$ cat config.mk
export PLATFORM = sky130hd
export DESIGN_NAME = if_fetch_stall
export DESIGN_NICKNAME = d
export VERILOG_FILES = /design/src/rtl/if_fetch_stall.sv
export SDC_FILE = /design/constraint.sdc
export NUM_CORES = 1
export LEC_CHECK = 0
export CORE_AREA = 3 3 118 120
export DETAILED_ROUTE_END_ITERATION = 12
export DIE_AREA = 0 0 121 123
export GPL_ROUTABILITY_DRIVEN = 0
export HOLD_SLACK_MARGIN = 0.12
export PLACE_DENSITY = 0.84
export SLEW_MARGIN = 5
export SYNTH_ARGS = -nofsm -noshare
export SYNTH_HDL_FRONTEND = slang
export SYNTH_SLANG_ARGS = --single-unit
$ cat constraint.sdc
create_clock -name clk_IF -period 12.8 [get_ports clk_IF]
set_clock_uncertainty 0.05 [all_clocks]
set_input_delay 3.84 -clock clk_IF [delete_from_list [all_inputs] [get_ports clk_IF]]
set_output_delay 3.84 -clock clk_IF [all_outputs]
set_load 0.03 [all_outputs]
$ cat src/rtl/if_fetch_stall.sv
// Instruction fetch stage with a one-entry output buffer, stall and redirect
// handling. Optional performance counters are built when IF_FETCH_PERF_EN is
// defined; otherwise the counter ports are tied to zero.
module if_fetch_stall #(
  parameter logic [31:0] RESET_PC = 32'h0000_0000
) (
  input  logic        clk_IF,
  input  logic        rst_IF,
  input  logic        en_IF,
  input  logic        branch_IF,
  input  logic [31:0] branch_target_IF,
  output logic        imem_req_IF,
  output logic [31:0] imem_addr_IF,
  input  logic        imem_ready_IF,
  input  logic [31:0] imem_rdata_IF,
  output logic [31:0] PC_out_IF,
  output logic [31:0] inst_out_IF,
  output logic        NOP_out_IF,
  output logic [31:0] perf_stall_cnt_IF,
  output logic [31:0] perf_redirect_cnt_IF
);

  localparam int unsigned XLEN = 32;
  localparam logic [XLEN-1:0] NOP_INST = 32'h0000_0013;
  localparam logic [XLEN-1:0] PC_STEP  = 32'd4;

  typedef enum logic [1:0] {
    IDLE  = 2'd0,
    FETCH = 2'd1,
    FULL  = 2'd2,
    DRAIN = 2'd3
  } state_t;

  state_t          state_q, state_d;
  logic [XLEN-1:0] pc_q, pc_d;
  logic [XLEN-1:0] req_addr_q;
  logic            req_q;
  logic [XLEN-1:0] buf_pc_q, buf_inst_q;
  logic            buf_valid_q;
  logic [XLEN-1:0] target_al;
  logic            fill;

  assign target_al = {branch_target_IF[XLEN-1:2], 2'b00};

  // A returned word is only kept when the buffer has room (empty or drained
  // this edge); otherwise it is dropped and the same PC is re-requested later.
  assign fill = (state_q == FETCH) && imem_ready_IF && !branch_IF &&
                (!buf_valid_q || en_IF);

  // Next-state and next-PC decode; redirect has priority over everything.
  always_comb begin
    state_d = state_q;
    pc_d    = pc_q;
    if (branch_IF) begin
      pc_d = target_al;
    end else if (fill) begin
      pc_d = pc_q + PC_STEP;
    end
    case (state_q)
      IDLE:  state_d = FETCH;
      FETCH: begin
        if (branch_IF) begin
          state_d = imem_ready_IF ? FETCH : DRAIN;
        end else if (imem_ready_IF && !fill) begin
          state_d = FULL;
        end
      end
      FULL:  begin
        if (branch_IF || en_IF) begin
          state_d = FETCH;
        end
      end
      DRAIN: begin
        if (imem_ready_IF) begin
          state_d = FETCH;
        end
      end
      default: state_d = IDLE;
    endcase
  end

  // FSM, PC, request and buffer registers.
  always_ff @(posedge clk_IF or posedge rst_IF) begin
    if (rst_IF) begin
      state_q     <= IDLE;
      pc_q        <= RESET_PC;
      req_q       <= 1'b0;
      req_addr_q  <= RESET_PC;
      buf_valid_q <= 1'b0;
      buf_pc_q    <= '0;
      buf_inst_q  <= NOP_INST;
    end else begin
      state_q <= state_d;
      pc_q    <= pc_d;
      req_q   <= (state_d == FETCH) || (state_d == DRAIN);
      // A draining request keeps its original address until it completes.
      if (state_d != DRAIN) begin
        req_addr_q <= pc_d;
      end
      if (branch_IF) begin
        buf_valid_q <= 1'b0;
      end else if (fill) begin
        buf_valid_q <= 1'b1;
        buf_pc_q    <= pc_q;
        buf_inst_q  <= imem_rdata_IF;
      end else if (en_IF) begin
        buf_valid_q <= 1'b0;
      end
    end
  end

  assign imem_req_IF  = req_q;
  assign imem_addr_IF = req_addr_q;
  assign PC_out_IF    = buf_pc_q;
  assign inst_out_IF  = buf_inst_q;
  assign NOP_out_IF   = !buf_valid_q || branch_IF;

`ifdef IF_FETCH_PERF_EN
  logic [XLEN-1:0] stall_cnt_q, redirect_cnt_q;

  // Bubble cycles while fetching and redirect cycles, both wrapping.
  always_ff @(posedge clk_IF or posedge rst_IF) begin
    if (rst_IF) begin
      stall_cnt_q    <= '0;
      redirect_cnt_q <= '0;
    end else begin
      if ((state_q != IDLE) && !buf_valid_q) begin
        stall_cnt_q <= stall_cnt_q + XLEN'(1);
      end
      if (branch_IF) begin
        redirect_cnt_q <= redirect_cnt_q + XLEN'(1);
      end
    end
  end

  assign perf_stall_cnt_IF    = stall_cnt_q;
  assign perf_redirect_cnt_IF = redirect_cnt_q;
`else
  assign perf_stall_cnt_IF    = '0;
  assign perf_redirect_cnt_IF = '0;
`endif

endmodule

==> metrics.md, run 1 <==
| Metric | Value |
|---|---|
| Main combinational cell family by area after synthesis | simple AND/OR/NAND/NOR gates |
| WL per Instance | 15.4 µm |
| Nets@finish | 871 |
| Hold-fix buffers, CTS | 0 |
| Crit path cell chain | clkdlybuf4s50_1 -> buf_4 -> inv_1 -> nand2_1 -> clkdlybuf4s50_1 |
| Post-synth top cells | nand2_1, dfrtp_1, buf_4, clkbuf_1, mux2_2 |
| CTS Root Cell | clkbuf_16 |
| Total Die Area | 0.0149 mm² |
| CTS tree | built |
| Ports | 231 |
| Number of global-route vias before repair | 4722 |
| Clock Pin Slew Worst Setup and Hold Paths | 0.05 ns |
| Layout cell share with drive strength beyond 1 | 0.0872 |
| Area growth from synthesis to layout | 34.2% |
| H-tree Lvls | 4 |
| Post-Synth XOR/XNOR Area | 0.0410 |
| Setup CP Type | in -> out |
| P_sw | 0.462 mW |
| Setup Fix Bufs, Post-CTS | 0 |
| Sequential power share | 0.377 |
| Crit path DAT | 5.47 ns |
| # placed instances | 958 |
| Total gr overflow | 0 |
| Post-synthesis adder-cell area fraction | 0.00202 |
| Antenna Violating Nets Remaining | 0 |
| Initial Util | 0.473 |
| Final worst-path cycle share | 0.731 |
| Largest net degree at the start of global routing | 81 |
| Initial drt markers | 226 |
| TritonCTS Sinks | 131 |
| ANT cells | 0 |
| Critical Path Max Stage Delay | 0.66 ns |
| CTS resizes | 0 |
| Worst flop-to-flop path startpoint | imem_req_IF |
| Count leader, synth | nand2_1 |
| # Max-Cap Violations | 0 |
| Vias | 4791 |
| Fin crit period | 9.36 ns |
| Leakage | 3.87 nW |
| Synth top area share | 0.518 |
| Drc violations | 0 |
| Status | finished, final reports clean |
| Final cell utilization of the core | 0.635 |
| GRT Total Usage | 0.208 |
| Critical Path Sink Type | output port |
| Flop-to-flop setup slack | 9.87 ns |
| Internal Power | 0.945 mW |
| Slew Viols, Final | 0 |
| Final Hold Fails | 0 |
| Row count | 42 |
| Proportion of synthesized area in mux cells | 0.0485 |
| Insertion delay to the later sink of the worst-skew pair | 0.41 ns |
| Most used DFF post-synth | dfrtp_1 |
| Avg Cell Area, Syn | 9.58 µm² |
| Hold_sp | inst_out_IF[1] |
| Core area | 0.0131 mm² |
| Combinational power share | 0.292 |
| Peak supply drop | 0.0000912 V |
| Most used cell, CP | clkdlybuf4s50_1 |
| Worst slew pin tran | 1.10 ns |
| Clock power share | 0.331 |
| Die Span Y | 123 µm |
| Crit path buffers/inverters | 4 |
| Multi-input logic area | 0.00252 mm² |
| Drt pass-1 iters | 4 |
| Sequential element share of the synthesized area | 0.530 |
| Largest delay share family, worst path | buffers and inverters |
| Netlist cell types | 38 |
| Synth Area in Compound Gates | 0.0524 |
| Cell taking the most area after synthesis | dfrtp_1 |
| Filler instances | 1083 |
| Non-filler cells, final | 990 |
| Synth Instances | 646 |
| Worst min path class | reg -> reg |
| Req. time, crit path | 8.91 ns |
| Final setup vio count | 0 |
| Netlist Area Pre-Place | 0.00619 mm² |
| Startpoint Class | primary input |
| Initial antenna violation count | 0 |
| Worst setup path startpoint | branch_IF |
| Ys Warns | 0 |
| Power per cell area | 169 mW/mm² |
| Global-route wire length before repair | 24100 µm |
| FF+latch count, synth | 131 |
| Worst path slowest cell | clkdlybuf4s50_1 |
| Asr flop ratio synth | 1.00 |
| Maximum fanout along the worst path | 34 |
| Max Freq | 107 MHz |
| Via density | 4.84 |
| Max Buffers Root-to-Sink | 2 |
| Main area contributors after synthesis | dfrtp_1, nand2_1, buf_4, mux2_2, xnor2_1 |
| Port Buffer Count | 164 |
| TritonCTS Buffers | 17 |
| RSZ-0062 raised after global routing | no |
| Sequential cell area | 0.00328 mm² |
| TNS Setup | 0 ns |
| Detailed Route WL | 15300 µm |
| Relative slew slack | 0.266 |
| Post-DP HPWL | 10400 µm |
| Post-synth EDFFs | 0 |
| Sw frac | 0.328 |
| Simple-gate share of the synthesized area | 0.222 |
| Die W | 121 µm |
## placed cells by master (no fill, tap or decap), drive strengths merged, types with 2 or more instances in the layout
cell type,synthesis,routed
nand3,13,13
and4,3,3
mux2i,3,3
buf,68,6
nor2b,3,3
and2,2,2
xor2,11,11
and3,19,19
xnor2,18,18
nand2,214,214
dfrtp,128,128
inv,6,6
clkdlybuf4s50,0,164
conb,1,64
nand4,13,13
nor2,22,22
clkinv,0,4
dfstp,3,3
nand2b,2,2
mux2,24,24
clkbuf,29,27
a221o,14,14
o21ai,14,14
nor3,3,3
o31ai,2,2
a21oi,18,18
nor4,5,5
## per-layer routing
metal	GRT usage	vias up	share of wire
met1	0.266	2272	0.43
met4	0.0843	0	0.021
li1	-	2313	-
met3	0.0508	24	0.069
met2	0.340	182	0.48
met5	0	-	0
## metrics by stage
stage	area [µm²]	hold WS, ns	setup WS [ns]	total power [mW]
final	8310	0.406	3.44	1.41
after global routing	8310	0.439	3.37	1.47
after CTS	8310	0.412	3.43	1.42
after detailed placement	7730	0.402	3.43	0.950
after global placement	7730	0.395	3.43	0.941
after floorplan	6420	0.381	4.20	0.786
## worst min-delay path, cell delays in order (launching register included)
cell,delay (ns)
dfstp_2,0.36
nand2_1,0.05
nand2_1,0.05
## power by group through the flow
stage | Clock, mW | Sequential, mW | Combinational (mW)
after global routing | 0.496 | 0.539 | 0.439
after floorplan | 0 | 0.651 | 0.135
after detailed placement | 0 | 0.537 | 0.413
after CTS | 0.475 | 0.531 | 0.415
final | 0.466 | 0.530 | 0.410
after global placement | 0 | 0.534 | 0.407
## sequential cells by signal, indices dropped and copies added, names as in the netlist
register,cells
PC_out_IF,32
pc_q,32
imem_addr_IF,32
buf_valid_q,1
imem_req_IF,1
inst_out_IF,32
state_q,1
## final timing paths
kind | endpoint | cells past startpoint
setup / recovery | NOP_out_IF | 5
min in group asynchronous | inst_out_IF[8] | 2
hold / removal | inst_out_IF[1] | 2
hold reg to reg | inst_out_IF[1] | 2
setup reg to reg | imem_addr_IF[3] | 6
max in group asynchronous | PC_out_IF[5] | 3
## logic make-up after synthesis
group / Yosys count
adder cells (fa/ha/maj): 1
AND/OR/NAND/NOR: 305
other: 1
AO/OA/AOI/OAI: 49
multiplexers: 27
flip-flops: 131
buffers and inverters: 103
XOR/XNOR: 29
## area by class of cell
cell class | instances | area share
sequential | 131 | 0.395
clock buffer | 27 | 0.0630
tap | 176 | 0.0265
multi-input combinational | 475 | 0.303
inverter | 6 | 0.00331
timing repair buffer | 170 | 0.203
clock inverter | 5 | 0.00602
(Power assumes the default switching activity.)
==> run 2: changes to the inputs <==
Settings changed: CORE_AREA 3 3 118 120 to 3 3 129 131, DIE_AREA 0 0 121 123 to 0 0 132 134, PLACE_DENSITY 0.84 to 0.74.
Clock period 12.8 ns to 7.54 ns, I/O delays scaled along.
==> metrics.md, run 2 (synthesized netlist as in run 1, its figures left out) <==
| Metric | Value |
|---|---|
| Relative slew slack | 0.251 (-0.0149) |
| Die Span Y | 134 µm (+8.9%) |
| Worst flop-to-flop path startpoint | pc_q[8] |
| Hold Slack | 0.406 ns (-0.000557 ns) |
| Initial antenna violation count | 0 (unchanged) |
| Most common cell after layout, fill and taps aside | nand2_1 |
| Vias | 4769 (-0.46%) |
| Crit path cell chain | clkdlybuf4s50_1 -> inv_1 -> nand2_1 -> buf_12 |
| Ports | 231 (unchanged) |
| Setup CP Type | in -> out |
| Internal Power | 1.63 mW (+72%) |
| Commonest cells after routing, fill and taps aside | nand2_1, clkdlybuf4s50_1, dfrtp_1 |
| RR Endpoint | imem_addr_IF[28] |
| H-tree Lvls | 4 (unchanged) |
| Slew Viols, Final | 0 (unchanged) |
| CTS tree | built |
| Total Die Area | 0.0177 mm² (+19%) |
| GRT Total Usage | 0.181 (-0.0262) |
| Power per cell area | 288 mW/mm² (+70%) |
| Clock power share | 0.340 (+0.009) |
| Number of global-route vias before repair | 4766 (+0.93%) |
| Insertion delay to the later sink of the worst-skew pair | 0.41 ns (about the same) |
| Initial Util | 0.394 (-0.0791) |
| Largest net degree at the start of global routing | 84 (+3.7%) |
| Nets@finish | 871 (unchanged) |
| Final setup vio count | 0 (unchanged) |
| Post-route cell area | 0.00838 mm² (+0.90%) |
| Critical Path Sink Type | output port |
| Core area | 0.0157 mm² (+20%) |
| Final Hold Fails | 0 (unchanged) |
| Total gr overflow | 0 (unchanged) |
| Cell count of the worst reg-to-reg path | 5 (-1) |
| P_sw | 0.788 mW (+71%) |
| Flop-to-flop setup slack | 4.75 ns (-5.12 ns) |
| CP Depth | 4 (-1) |
| Worst setup path startpoint | branch_IF |
| Max Buffers Root-to-Sink | 2 (unchanged) |
| Maximum fanout along the worst path | 2 (-94%) |
| Critical Path Max Stage Delay | 0.52 ns (-0.14 ns) |
| WL per Instance | 15.4 µm (-0.35%) |
| Initial drt markers | 174 (-23%) |
| Worst min path class | reg -> reg |
| CTS Root Cell | clkbuf_16 |
| Detailed Route WL | 15800 µm (+3.7%) |
| Sequential power share | 0.371 (-0.006) |
| RSZ-0062 raised after global routing | no |
| Worst path slowest cell | clkdlybuf4s50_1 |
| Final worst-path cycle share | 0.720 |
| Global-route wire length before repair | 25500 µm (+5.6%) |
| Drt pass-1 iters | 4 (unchanged) |
| Peak supply drop | 0.000152 V (+67%) |
| Leakage | 3.88 nW (+0.27%) |
| Worst slew pin tran | 1.11 ns (+0.0133 ns) |
| TritonCTS Sinks | 131 (unchanged) |
| Non-filler cells, final | 1030 (+4.0%) |
| Hold-fix buffers, CTS | 0 (unchanged) |
| Req. time, crit path | 5.23 ns (-3.68 ns) |
| Drc violations | 0 (unchanged) |
| Clock Pin Slew Worst Setup and Hold Paths | 0.05 ns (about the same) |
| Combinational power share | 0.289 (-0.003) |
| ANT cells | 0 (unchanged) |
| Via density | 4.63 (-4.3%) |
| Setup Fix Bufs, Post-CTS | 0 (unchanged) |
| Status | finished, final reports clean |
| Largest delay share family, worst path | buffers and inverters |
| Post-DP HPWL | 10700 µm (+3.0%) |
| Fin crit period | 5.43 ns |
| Port Buffer Count | 164 (unchanged) |
| Critical Path End | NOP_out_IF |
| # Max-Cap Violations | 0 (unchanged) |
| Crit path buffers/inverters | 3 (-1) |
| Antenna Violating Nets Remaining | 0 (unchanged) |
| Crit path DAT | 3.12 ns (-2.35 ns) |
| TNS Setup | 0 ns (unchanged) |
| Max Freq | 184 MHz |
| Sw frac | 0.326 (-0.00231) |
| TritonCTS Buffers | 17 (unchanged) |
| CTS resizes | 0 (unchanged) |
| Startpoint Class | primary input |
| Cell area after placement | 0.00779 mm² (+0.78%) |
| Row count | 46 (+9.5%) |
| Die W | 132 µm (+9.1%) |
| Area growth from synthesis to layout | 35.5% |
| Layout cell share with drive strength beyond 1 | 0.0872 (unchanged) |
| # placed instances | 998 (+4.2%) |
-- run 2: power groups by stage --
stage	Clock (mW)	Combinational, mW	Sequential [mW]
after global routing	0.874	0.745	0.916
after CTS	0.842	0.706	0.899
after floorplan	0	0.229	1.11
after global placement	0	0.697	0.906
after detailed placement	0	0.703	0.910
final	0.822	0.698	0.898
-- run 2: cell type report --
cell class | instances | area (µm²)
fill | 1418 | 7330
sequential | 131 | 3280
multi-input combinational | 475 | 2520
timing repair buffer | 170 | 1700
clock buffer | 27 | 513
tap | 216 | 270
clock inverter | 5 | 75.1
inverter | 6 | 27.5
-- run 2: routing by layer --
layer  part of all wire  vias to the layer above  global-route usage
li1                   -                     2315                   -
met2               0.47                      155               0.289
met3              0.055                       19              0.0461
met5                  0                        -                   0
met1               0.46                     2280               0.244
met4              0.017                        0              0.0601
-- run 2: worst min-delay path by stage --
stage,start,to,slack (ns),depth (start not counted)
finish,inst_out_IF[4],inst_out_IF[4],0.41,2
global route,inst_out_IF[4],inst_out_IF[4],0.43,2
CTS,inst_out_IF[4],inst_out_IF[4],0.41,2
detailed placement,inst_out_IF[4],inst_out_IF[4],0.40,2
global placement,pc_q[0],PC_out_IF[0],0.39,2
floorplan,pc_q[0],PC_out_IF[0],0.38,2
-- run 2: stage by stage --
stage               power (mW)  utilization  worst slack [ns]
finish                    2.42        0.534              2.11
detailed placement        1.61        0.496              2.11
floorplan                 1.34            -              1.74
CTS                       2.45        0.534              2.11
global placement          1.60        0.496              2.13
global route              2.53        0.534              2.08
-- run 2: tightest hold or removal path: stages, from the launching register on --
cell and delay, ns:
dfstp_2 0.36, nand2_1 0.05, nand2_1 0.04
